<file path="src/rtl/preg_reclaim_unit.sv">
// preg_reclaim_unit: stages released physical registers and returns them to the free list one per cycle
module preg_reclaim_unit #(
    parameter int PREG_WIDTH      = 5,
    parameter int STAGE_DEPTH     = 8,
    parameter int STAGE_PTR_WIDTH = 3
) (
    input  logic                       clk,
    input  logic                       reset,
    input  logic                       c0_valid,
    input  logic                       c0_has_dest,
    input  logic [PREG_WIDTH-1:0]      c0_preg,
    input  logic                       c1_valid,
    input  logic                       c1_has_dest,
    input  logic [PREG_WIDTH-1:0]      c1_preg,
    input  logic                       sq_valid,
    input  logic [PREG_WIDTH-1:0]      sq_preg,
    output logic                       in_ready,
    input  logic                       fl_full,
    output logic                       fl_wr_en,
    output logic [PREG_WIDTH-1:0]      fl_wdata,
    input  logic                       drain_req,
    output logic                       drain_done,
    output logic [STAGE_PTR_WIDTH:0]   stage_count
);
    localparam int CW = STAGE_PTR_WIDTH + 1;
    localparam logic [1:0] RUN   = 2'd0;
    localparam logic [1:0] DRAIN = 2'd1;
    localparam logic [1:0] DONE  = 2'd2;

    logic [1:0]                 state, state_next;
    logic [STAGE_PTR_WIDTH-1:0] rd_ptr, wr_ptr, p1, p2;
    logic [CW-1:0]              count, count_next;
    logic [PREG_WIDTH-1:0]      queue [STAGE_DEPTH];
    logic                       v0, v1, vs;
    logic [1:0]                 nenq;

    assign v0          = c0_valid & c0_has_dest & (c0_preg != '0);
    assign v1          = c1_valid & c1_has_dest & (c1_preg != '0);
    assign vs          = sq_valid & (sq_preg != '0);
    assign in_ready    = (state == RUN) && (count <= CW'(STAGE_DEPTH - 3));
    assign nenq        = in_ready ? {1'b0, v0} + {1'b0, v1} + {1'b0, vs} : 2'd0;
    assign p1          = wr_ptr + STAGE_PTR_WIDTH'(v0);
    assign p2          = p1 + STAGE_PTR_WIDTH'(v1);
    assign fl_wr_en    = (count != '0) && !fl_full;
    assign fl_wdata    = queue[rd_ptr];
    assign count_next  = count + CW'(nenq) - CW'(fl_wr_en);
    assign drain_done  = (state == DONE);
    assign stage_count = count;

    // drain sequencing: RUN -> DRAIN until the queue empties -> one-cycle DONE
    always_comb begin
        state_next = (state == RUN)   ? (drain_req ? DRAIN : RUN) :
                     (state == DRAIN) ? ((count_next == '0) ? DONE : DRAIN) : RUN;
    end

    // pointers, occupancy and state
    always_ff @(posedge clk) begin
        if (reset) begin
            rd_ptr <= '0;
            wr_ptr <= '0;
            count  <= '0;
            state  <= RUN;
        end else begin
            wr_ptr <= wr_ptr + STAGE_PTR_WIDTH'(nenq);
            rd_ptr <= rd_ptr + STAGE_PTR_WIDTH'(fl_wr_en);
            count  <= count_next;
            state  <= state_next;
        end
    end

    // qualified lanes packed contiguously at wr_ptr in c0, c1, sq order
    always_ff @(posedge clk) begin
        if (in_ready) begin
            if (v0) queue[wr_ptr] <= c0_preg;
            if (v1) queue[p1] <= c1_preg;
            if (vs) queue[p2] <= sq_preg;
        end
    end
endmodule

</file>
<file path="config.mk">
export PLATFORM = sky130hd
export DESIGN_NAME = preg_reclaim_unit
export DESIGN_NICKNAME = d
export VERILOG_FILES = /design/src/rtl/preg_reclaim_unit.sv
export SDC_FILE = /design/constraint.sdc
export NUM_CORES = 1
export LEC_CHECK = 0
export ABC_AREA = 1
export ABC_CLOCK_PERIOD_IN_PS = 6900
export CELL_PAD_IN_SITES_DETAIL_PLACEMENT = 1
export CELL_PAD_IN_SITES_GLOBAL_PLACEMENT = 2
export CORE_AREA = 4 4 108 110
export CTS_CLUSTER_DIAMETER = 50
export DETAILED_ROUTE_END_ITERATION = 8
export DIE_AREA = 0 0 112 114
export GPL_ROUTABILITY_DRIVEN = 0
export PLACE_DENSITY = 0.82
export SLEW_MARGIN = 20
export SYNTH_ARGS = -nofsm -noshare
export SYNTH_HDL_FRONTEND = slang
export SYNTH_SLANG_ARGS = --single-unit
</file>
<file path="constraint.sdc">
create_clock -name clk -period 6.9 [get_ports clk]
set_input_delay 1.38 -clock clk [delete_from_list [all_inputs] [get_ports clk]]
set_output_delay 1.38 -clock clk [all_outputs]
set_load 0.01 [all_outputs]
</file>
==> impl_summary.txt <==
----------------------------------------------------
[Run status]
  Run status ... completed

[Logic synthesis]
  Flop and latch count out of synthesis ... 52
  Predominant post-synthesis flop cell ... edfxtp_1
  Biggest area contributors in the synthesized netlist ... edfxtp_1, nand2_1, nand3_1
  Warning count from the yosys run ... 0
  Async SR Flop Fraction ... 0%
  Share of Yosys cell area claimed by the top area cell type ... 31.5%
  Dominant cell by count in the synthesized netlist ... nand2_1
  Total nets after synthesis ... 571
  Sequential fraction of the synthesis area ... 37.7%
  Leading post-synthesis cells by instance count ... nand2_1, nand3_1, nor2_1
  Synth cell types ... 28
  Count of flip-flops with a built-in enable after synthesis ... 40
  Dominant cell type by area after synthesis ... edfxtp_1
  Post-synthesis instance total ... 530
  Combined area of all synthesized cells ... 0.00382 sq mm
  Average size of a mapped cell ... 7.21 sq um

[Pwr]
  Leakage dissipation ... 1.94 nW
  Cell internal power dissipation ... 795 uW
  Sequential fraction of design power ... 33.4%
  Switching power share of the total ... 44.3%
  Net load switching power ... 633 uW
  Worst voltage drop across the vdd grid ... 0.190 mV
  Power per unit of standard cell area ... 325 mW/mm^2
  Combinational share of power ... 51.6%
  Clock power frac ... 15.1%

[Timing]
  Final min period ... 4350 ps
  Relative slew slack ... 52.9%
  Slew at the pin closest to its max-slew limit ... 705 ps
  Fin. max-slew vios ... 0
  Setup violation total in the final timing report ... 0
  Period utilization ... 63.0%
  Unrepaired setup endpoints after global routing ... no
  Worst clock skew ... 6.91 ps
  Total Neg Setup Slack ... 0 ps
  Hold Vio Cnt, Final ... 0
  Highest clock rate ... 230 MHz

[Worst setup path]
  Cells along the critical path ... clkdlybuf4s50_1 -> nor3_1 -> nand3_1 -> nand3_1 -> clkinv_1 -> fa_1 -> nand2_1 -> ha_1 -> inv_1 -> ha_1 -> inv_1 -> fa_1 -> inv_1 -> nor2_1 -> nand4_1 -> nand2_1 -> nand2_1
  Family with the most delay on the worst path ... adder cells
  Type of element capturing the critical path ... register
  Critical-path maximum fanout ... 10
  Crit-path slowest cell ... fa_1
  Path depth of the worst reg2reg path ... 16
  Minimum setup slack among reg-to-reg paths ... 4000 ps
  Required time reported for the critical path endpoint ... 7120 ps
  Path type of the worst setup path ... in -> reg
  Startpoint of the worst register-to-register path ... stage_count[3]
  Endpoint of the lowest-slack register-to-register path ... state[0]
  Arrival time at the worst endpoint ... 4570 ps
  Number of gates on the worst path with buffers counted ... 17
  Startpoint Class ... input pin
  Number of buffers and inverters on the critical path ... 5
  Largest incremental delay on the critical path ... 620 ps

[Place]
  IO Port Bufs ... 35
  Post-DP HPWL ... 9.80 mm
  Number of placed cells counting well taps ... 688

[Route]
  Vias post-DR ... 3,442
  Detailed-route wire length per cell ... 16.5 microns
  Number of nets with antenna violations after detailed routing ... 0
  First DRT Iteration DRCs ... 153
  Drt pass-1 iters ... 5
  Average vias per placed instance ... 4.94
  Final routed DRC violation total ... 0
  Final wirelength ... 11.5 mm

[Min path]
  Worst hold stages ... 2
  Class of the most critical hold timing path ... reg -> reg
  Worst Hold Path EP ... state[1]
  Launch point of the worst hold path ... state[0]

[Global routing]
  Pin count of the biggest net entering global routing ... 49
  Number of global-route vias before repair ... 3,615
  Global-route wire length before repair ... 19.4 mm
  Residual overflow from global routing ... 0
  Global-route total usage across every layer ... 19.3%
  Antenna violations before repair ... 0

[CTS]
  CTS Hold Buffers Added ... 0
  Later-pin clock latency in the skew report ... 310 ps
  Total clock buffers created by CTS ... 5
  Sinks on the clock net ... 52
  Htree depth ... 2
  Maximum buffer depth of the clock tree ... 2
  Worst-path clk slew ... 100 ps
  Clk Tree Root Cell ... clkbuf_8
  Clock tree from TritonCTS ... yes
  Post-CTS setup buffers ... 0
  Number of instances resized during post-cts repair ... 0

[Cells and area]
  Share of final-layout standard cells stronger than drive strength 1 ... 9.34%
  Layout net count ... 597
  Number of standard cells in the layout, taps in and fillers out ... 697
  Layout area overhead ... 15.0%
  Antenna Cells ... 0

[Flow run]
  Count of maximum capacitance violations ... 0

[Die]
  Number of primary I/O pins ... 36
  Row cnt ... 38
  Core area ... 0.0107 sq mm
  Starting density of the core ... 35.7%
  Die outline width ... 112 microns
  Die outline area ... 0.0128 sq mm
  Height of the die ... 114 microns

----------------------------------------------------
==> cells in the final DEF (no fill, tap or decap), types with 5 or more instances in the layout <==
master / synthesis / final
clkinv_1: 8 / 8
clkbuf_8: 0 / 5
nor2_4: 5 / 6
inv_2: 7 / 7
nand2_1: 155 / 155
nor2_1: 54 / 54
nand3_2: 5 / 5
a31oi_1: 5 / 5
a21oi_1: 8 / 8
ha_1: 14 / 14
o21ai_0: 20 / 20
nand3_1: 105 / 105
inv_1: 39 / 39
clkdlybuf4s50_1: 0 / 35
nand2_2: 11 / 11
nor2_2: 7 / 6
edfxtp_1: 40 / 40
nand2_4: 6 / 6
dfxtp_1: 12 / 12
==> per-stage QoR <==
stage / setup WS (ps) / hold WS [ps] / power [mW] / instance area (sq um) / utilization (%)
after floorplan: 2950 / 488 / 0.970 / 3820 / -
final: 2550 / 538 / 1.43 / 4390 / 41.0
after global routing: 2190 / 568 / 1.56 / 4390 / 41.0
after global placement: 2290 / 514 / 1.18 / 4250 / 39.7
after CTS: 2480 / 536 / 1.44 / 4360 / 40.8
after detailed placement: 2150 / 517 / 1.22 / 4250 / 39.7
==> state kept, by name, summed over array words and instances (netlist names) <==
name	flops
rd_ptr	3
state	2
wr_ptr	3
queue	40
stage_count	4
==> logic make-up after synthesis <==
logic type	Yosys count	share of synthesized area [%]
xor+xnor	3	0.688
compound gates	35	4.95
simple gates	352	42.5
buf+inv	71	7.96
flops	52	37.7
fa+ha+maj	17	6.16
==> worst max-delay path by stage <==
| stage | from | to | slack [ps] |
|---|---|---|---|
| after floorplan | c0_preg[2] | state[0] | 2950 |
| after global placement | c0_preg[0] | queue[3][0] | 2290 |
| after detailed placement | c0_preg[2] | queue[3][2] | 2150 |
| after CTS | c0_preg[2] | queue[3][0] | 2480 |
| after global routing | c0_preg[2] | queue[3][2] | 2190 |
| final | c0_preg[2] | state[0] | 2550 |
==> metal layers <==
metal | track usage, % | share of wire [%]
met1 | 26.5 | 49
met2 | 31.8 | 46
met3 | 2.18 | 2.0
met4 | 6.89 | 2.9
met5 | 0 | 0
==> final cells by class <==
class                           count  area, sq um
Tap cell                          140          175
Clock inverter                      3         46.3
Timing Repair Buffer               36          378
Fill cell                        1367         6310
Multi-Input combinational cell    407         2080
Sequential cell                    52         1440
Inverter                           54          203
Clock buffer                        5         68.8
==> tightest hold or removal path: cells and delay by family (launching register included) <==
kind	cells	cell delay, ps
flip-flops	1	350
AND/OR/NAND/NOR	2	160
==> power groups by stage <==
stage / Combinational (mW) / Sequential (mW) / Clock, mW
6_report: 0.736 / 0.476 / 0.215
5_1_grt: 0.840 / 0.485 / 0.236
4_1_cts: 0.738 / 0.477 / 0.222
3_5_place_dp: 0.736 / 0.484 / 0
3_3_place_gp: 0.705 / 0.479 / 0
2_1_floorplan: 0.512 / 0.458 / 0
Power figures use the tool's default switching activity.
